### config.mk
export PLATFORM = sky130hd
export DESIGN_NAME = imem_loader
export DESIGN_NICKNAME = d
export VERILOG_FILES = /design/src/rtl/imem_loader_pkg.sv /design/src/rtl/imem_loader_byte_packer.sv /design/src/rtl/imem_loader.sv
export SDC_FILE = /design/constraint.sdc
export NUM_CORES = 1
export LEC_CHECK = 0
export CORE_MARGIN = 4
export CORE_UTILIZATION = 45
export DETAILED_ROUTE_END_ITERATION = 12
export GPL_TIMING_DRIVEN = 1
export PLACE_DENSITY = 0.71
export RECOVER_POWER = 50
export SYNTH_ARGS = -nofsm -noshare
export SYNTH_HDL_FRONTEND = slang
export SYNTH_SLANG_ARGS = --single-unit
### constraint.sdc
create_clock -name clk -period 2.9 [get_ports clk]
set_input_delay 0.58 -clock clk [delete_from_list [all_inputs] [get_ports clk]]
set_output_delay 0.58 -clock clk [all_outputs]
set_load 0.1 [all_outputs]
### src/rtl/imem_loader_pkg.sv
// ============================================================================
//  Module  : imem_loader_pkg
//  Purpose : Shared types and constants for the boot-time instruction-memory
//            loader: FSM state encoding, frame layout and field widths.
//  Ports   : none (package)
//  Rev     : 1.0  initial release
// ============================================================================
`default_nettype none

package imem_loader_pkg;

  // Loader FSM states. The frame is two count bytes followed by the payload.
  typedef enum logic [2:0] {
    ST_CNT_LO = 3'd0,  // waiting for count[7:0]
    ST_CNT_HI = 3'd1,  // waiting for count[15:8]
    ST_DATA   = 3'd2,  // receiving instruction bytes
    ST_RUN    = 3'd3,  // image loaded, core released
    ST_ERR    = 3'd4   // oversized image, parked until reset
  } state_t;

  // Header word count width (two header bytes).
  localparam int unsigned COUNT_W = 16;

  // Index of the last byte of a little-endian 32-bit word.
  localparam logic [1:0] LAST_BYTE_IDX = 2'd3;

  // True when a header count does not fit in a memory of the given depth.
  // Compared one bit wider than the count so the full 16-bit range is honoured.
  function automatic logic count_too_big(input logic [COUNT_W-1:0] count,
                                         input logic [COUNT_W:0]   depth);
    return ({1'b0, count} > depth);
  endfunction

endpackage

`default_nettype wire

### src/rtl/imem_loader_byte_packer.sv
// ============================================================================
//  Module  : imem_loader_byte_packer
//  Purpose : Assembles a byte stream into little-endian 32-bit words. The first
//            byte of a word lands in bits [7:0]. When the fourth byte arrives
//            the complete word is registered and word_valid pulses for one
//            cycle alongside it.
//  Ports   : clk, reset (async, active-high)
//            clear       - drop any partial word and restart at byte 0
//            byte_valid  - byte_data is consumed this cycle
//            byte_data   - incoming byte
//            word_valid  - 1-cycle pulse, word_data holds a new word
//            word_data   - last assembled word (held between pulses)
//  Rev     : 1.0  initial release
// ============================================================================
`default_nettype none

module imem_loader_byte_packer
  import imem_loader_pkg::*;
(
  input  logic        clk,
  input  logic        reset,
  input  logic        clear,
  input  logic        byte_valid,
  input  logic [7:0]  byte_data,
  output logic        word_valid,
  output logic [31:0] word_data
);

  logic [1:0]  idx_q,        idx_d;
  logic [23:0] shift_q,      shift_d;   // up to three earlier bytes, newest on top
  logic [31:0] word_q,       word_d;
  logic        word_valid_q, word_valid_d;

  always_comb begin
    idx_d        = idx_q;
    shift_d      = shift_q;
    word_d       = word_q;
    word_valid_d = 1'b0;

    if (clear) begin
      idx_d   = 2'd0;
      shift_d = 24'd0;
    end else if (byte_valid) begin
      if (idx_q == LAST_BYTE_IDX) begin
        // Byte 0 has been shifted down to [7:0] by now, so the newest
        // byte simply caps the word.
        word_d       = {byte_data, shift_q};
        word_valid_d = 1'b1;
        idx_d        = 2'd0;
      end else begin
        shift_d = {byte_data, shift_q[23:8]};
        idx_d   = idx_q + 2'd1;
      end
    end
  end

  always_ff @(posedge clk or posedge reset) begin
    if (reset) begin
      idx_q        <= 2'd0;
      shift_q      <= 24'd0;
      word_q       <= 32'd0;
      word_valid_q <= 1'b0;
    end else begin
      idx_q        <= idx_d;
      shift_q      <= shift_d;
      word_q       <= word_d;
      word_valid_q <= word_valid_d;
    end
  end

  assign word_valid = word_valid_q;
  assign word_data  = word_q;

endmodule

`default_nettype wire

### src/rtl/imem_loader.sv
// ============================================================================
//  Module  : imem_loader
//  Purpose : Boot-time program loader for the RV32I core. Receives a framed
//            byte stream (2-byte little-endian word count, then the words LSB
//            first), writes the words to instruction memory from address 0
//            upward and holds the core in reset until the image is complete.
//  Ports   : clk, reset (async, active-high)
//            in_valid/in_data/in_ready      - host byte stream handshake
//            reload                          - restart a load (RUN only)
//            imem_we/imem_waddr/imem_wdata  - imem write port
//            core_reset                      - 1 while loading or in error
//            done                            - image loaded, core running
//            error                           - count > DEPTH, sticky to reset
//  Rev     : 1.0  initial release
// ============================================================================
`default_nettype none

module imem_loader
  import imem_loader_pkg::*;
#(
  parameter int ADDR_W = 8,
  parameter int DEPTH  = 256
) (
  input  logic              clk,
  input  logic              reset,
  input  logic              in_valid,
  input  logic [7:0]        in_data,
  output logic              in_ready,
  input  logic              reload,
  output logic              imem_we,
  output logic [ADDR_W-1:0] imem_waddr,
  output logic [31:0]       imem_wdata,
  output logic              core_reset,
  output logic              done,
  output logic              error
);

  localparam int unsigned      CNT_EXT_W = COUNT_W + 1;
  localparam logic [COUNT_W:0] DEPTH_EXT = CNT_EXT_W'(DEPTH);

  state_t              state_q, state_d;
  logic [COUNT_W-1:0]  count_q, count_d;
  logic [ADDR_W-1:0]   widx_q,  widx_d;

  logic                hs;
  logic [COUNT_W-1:0]  count_full;
  logic                last_word;
  logic                pk_clear;
  logic                pk_valid;
  logic                pk_word_valid;
  logic [31:0]         pk_word;

  assign hs         = in_valid & in_ready;
  // Full header count as it becomes known on the second header byte.
  assign count_full = {in_data, count_q[7:0]};
  // The write currently on the imem port is the final word of the image.
  assign last_word  = (COUNT_W'(widx_q) == (count_q - COUNT_W'(1)));

  imem_loader_byte_packer u_packer (
    .clk        (clk),
    .reset      (reset),
    .clear      (pk_clear),
    .byte_valid (pk_valid),
    .byte_data  (in_data),
    .word_valid (pk_word_valid),
    .word_data  (pk_word)
  );

  always_comb begin
    state_d  = state_q;
    count_d  = count_q;
    widx_d   = widx_q;
    pk_clear = 1'b0;
    pk_valid = 1'b0;
    in_ready = 1'b0;

    unique case (state_q)
      ST_CNT_LO: begin
        in_ready = 1'b1;
        if (hs) begin
          count_d[7:0] = in_data;
          state_d      = ST_CNT_HI;
        end
      end

      ST_CNT_HI: begin
        in_ready = 1'b1;
        if (hs) begin
          count_d = count_full;
          if (count_full == '0) begin
            state_d = ST_RUN;
          end else if (count_too_big(count_full, DEPTH_EXT)) begin
            state_d = ST_ERR;
          end else begin
            state_d = ST_DATA;
          end
        end
      end

      ST_DATA: begin
        in_ready = 1'b1;
        pk_valid = hs;
        // The packer's word_valid is the imem write strobe, so the state
        // only moves to RUN on the edge that ends the final write.
        if (pk_word_valid) begin
          if (last_word) begin
            // Index parks on the last address; it is cleared on reload.
            // This keeps it within ADDR_W bits even when count == DEPTH.
            state_d = ST_RUN;
          end else begin
            widx_d = widx_q + ADDR_W'(1);
          end
        end
      end

      ST_RUN: begin
        if (reload) begin
          state_d  = ST_CNT_LO;
          count_d  = '0;
          widx_d   = '0;
          pk_clear = 1'b1;
        end
      end

      ST_ERR: begin
        // Parked until reset.
      end

      default: begin
        state_d = ST_CNT_LO;
      end
    endcase
  end

  always_ff @(posedge clk or posedge reset) begin
    if (reset) begin
      state_q <= ST_CNT_LO;
      count_q <= '0;
      widx_q  <= '0;
    end else begin
      state_q <= state_d;
      count_q <= count_d;
      widx_q  <= widx_d;
    end
  end

  assign imem_we    = pk_word_valid;
  assign imem_wdata = pk_word;
  assign imem_waddr = widx_q;
  assign core_reset = (state_q != ST_RUN);
  assign done       = (state_q == ST_RUN);
  assign error      = (state_q == ST_ERR);

endmodule

`default_nettype wire

==> results.md <==
- Number of distinct library cells after synthesis: 49
- First-pass GRT wire length: 14300 um
- Synth Flop Type: dfrtp_1
- TritonRoute pass-1 iters: 4
- Hold Path Cell Cnt: 1
- Slew @ Worst Pin: 1.19 ns
- Initial drt markers: 141
- Post-Layout Cell Count: 500
- Max Clk Rate: 0.365 GHz
- Syn Inst Count: around 330
- DRC viols: 0
- CP Launch Type: flip-flop
- Worst rel slew slack: 21.0%
- Peak supply drop: between 0.0002 and 0.0003 V
- Mapped Nets: 344
- Leakage: 2.15 nW
- Global placer's final weighted congestion: 0.846
- Asr flop ratio synth: 100%
- Layout cells sized above 1: between 20% and 30%
- CP required: roughly 3.1 ns
- Htree depth: 3
- Clock root buffer: clkbuf_8
- Clock sinks: 86
- Layout Utilization: 55.2%
- Final #Nets: 405
- Worst Hold Class: flip-flop to flip-flop
- Commonest non-fill, non-tap cell in the layout: dfrtp_1
- R2R depth: 8
- Number of global-route vias before repair: 2752
- Final worst path period share: 94.3%
- Syn avg cell area: 11.7 um^2
- Area of the multi-input gates: 1620 um^2
- Worst-path clk slew: 0.09 ns
- Wire per inst: 17.2 um
- Vias post-DR: 2804
- Antenna viol nets, final: 0
- Reg area: 2150 um^2
- Routed WL: 8600 um
- FP Rows: 33
- Commonest cells after routing, fill and taps aside: dfrtp_1, mux2_2, a22o_1, buf_4, nand2_1
- # Max-Cap Violations: 0
- Hold-fix buffers, CTS: 0
- Final hold viol count: 0
- IO Count: 57
- Ant diodes: 0
- EDFF count, synth: 0
- Final Total Pwr: 3.15 mW
- Clk buf depth: 2
- Total track usage: 18.1%
- Hpwl dp: 6090 um
- Grt total ovfl: 0
- Chip Height: 101 um
- Status: completed
- Clock skew: around 0.0073 ns
- TritonCTS Buffers: 9
- Buffers on Ports: 56
- Unrepaired setup endpoints after global routing: false
- Layout fillers: ~740
- Mapped Area: 3860 um^2
- Crit Path Category: flip-flop to flip-flop
- Die width: 101 um
- Post-route design area: between 4000 and 5000 um^2
- Die area: roughly 10000 um^2
- Worst Path Arrival: 2.96 ns
- Flops & latches, synth: 86
- Crit path max fanout: 14
- Critical path capture point type: flip-flop
- Area growth, synth to finish: 18.6%
- Vias/cell: 5.61
- Largest net degree at the start of global routing: 37
- CTS tree: done
- Post-DP Area: ~4500 um^2
- Initial Util: 46.5%
- Placed instance count: about 480
- Post-synthesis sequential area ratio: approximately 56%
- Synth warn: 0
- Crit path time final: 2.74 ns
- Max-slew violations: 0
- Initial antenna violation count: 0
- Latest clock arrival within the worst-skew pair: 0.36 ns
- Setup Viol. Count Final: 0
- PD cells: 688 nW/um^2
- Core Box Area: 8300 um^2
[area by class of cell]
cell class	instances	share of cell area (%)
Multi-Input combinational cell	219	35.4
Clock inverter	6	1.48
Tap cell	105	2.87
Sequential cell	86	47.0
Clock buffer	10	3.01
Inverter	8	0.765
Timing Repair Buffer	66	9.48
[logic make-up (layout without fill, tap and decap cells)]
logic type | count (synthesis) | count (layout) | share of synthesized area, %
xor+xnor | 8 | 8 | 1.82
fa+ha+maj | 3 | 3 | 0.973
buf+inv | 24 | 90 | 2.56
flops | 86 | 86 | 55.8
mux | 34 | 34 | 9.85
simple gates | 96 | 96 | 13.3
compound gates | 78 | 78 | 15.8
[cell usage after synthesis (2+ instances only)]
library cell,instances,area [um^2]
a211oi_1,2,15.0
nand3_1,6,30.0
dfrtp_1,86,2150
nand2b_1,7,43.8
o31ai_1,2,15.0
or3_1,8,50.1
o211ai_1,3,22.5
a21oi_2,5,43.8
ha_1,3,37.5
inv_1,8,30.0
and3_1,2,12.5
a221oi_1,2,17.5
nor4_1,3,18.8
mux2_2,32,360
or4_1,3,22.5
or2_2,2,12.5
a21oi_1,7,35.0
nand4_1,2,12.5
buf_1,3,11.3
o21ai_0,10,50.1
nand2_1,29,109
nor3_1,11,55.1
xor2_1,3,26.3
a22o_1,31,272
mux2i_1,2,20.0
o21ai_1,6,30.0
xnor2_1,5,43.8
or4_4,3,33.8
and4_1,2,17.5
nor2_1,12,45.0
clkbuf_1,11,41.3
[path summary, 6_finish.rpt]
check                                                     end  slack [ns]                           from
max                                 imem_waddr[3]$_DFFE_PP0P_        0.16        count_q[12]$_DFFE_PP0P_
min                             u_packer.idx_q[0]$_DFFE_PP0P_        0.51  u_packer.idx_q[0]$_DFFE_PP0P_
max reg2reg                         imem_waddr[3]$_DFFE_PP0P_        0.16        count_q[12]$_DFFE_PP0P_
min reg2reg                     u_packer.idx_q[0]$_DFFE_PP0P_        0.51  u_packer.idx_q[0]$_DFFE_PP0P_
max in group asynchronous    u_packer.shift_q[20]$_DFFE_PP0P_        0.83                          reset
min in group asynchronous  u_packer.word_data[24]$_DFFE_PP0P_        0.79                          reset
[layer usage]
layer / vias up / global-route usage (%) / routed length, um
met5: - / 0 / 0
met4: 0 / 6.22 / 108
met3: 9 / 3.60 / 301
met1: 1411 / 26.1 / 4190
met2: 53 / 27.4 / 3990
li1: 1331 / - / -
[registers in the layout (all words and copies together), names as in the netlist]
name and cells:
u_packer.word_data 32, u_packer.shift_q 24, count_q 16, imem_waddr 8, state_q 3, u_packer.idx_q 2
u_packer.word_valid 1
[per-stage QoR]
stage	hold slack (ns)	worst slack, ns	TNS, ns
floorplan	0.460	-0.0764	-0.397
global placement	0.479	0.195	0
detailed placement	0.485	0.171	0
CTS	0.502	0.160	0
global route	0.523	0.0161	0
finish	0.507	0.164	0
[critical path, stage by stage, from the launching register on]
cell and delay [ns]:
dfrtp_1 0.41, or4_4 0.57, nor3_1 0.22, o211ai_1 0.15
or4_4 0.56, o41ai_4 0.29, buf_4 0.23, or3_1 0.14
a21oi_2 0.05
[power by group]
group	internal, mW	switching [mW]
Sequential	1.33	0.201
Combinational	0.317	0.423
Clock	0.428	0.454
[timing repair]
action / in CTS / in global routing
setup endpoints to repair: 0 / 6
setup buffers: 0 / 0
gates resized for setup: 0 / 1
endpoints found under the hold margin: 0 / 0
No activity file was read; power rests on OpenSTA's default activity.
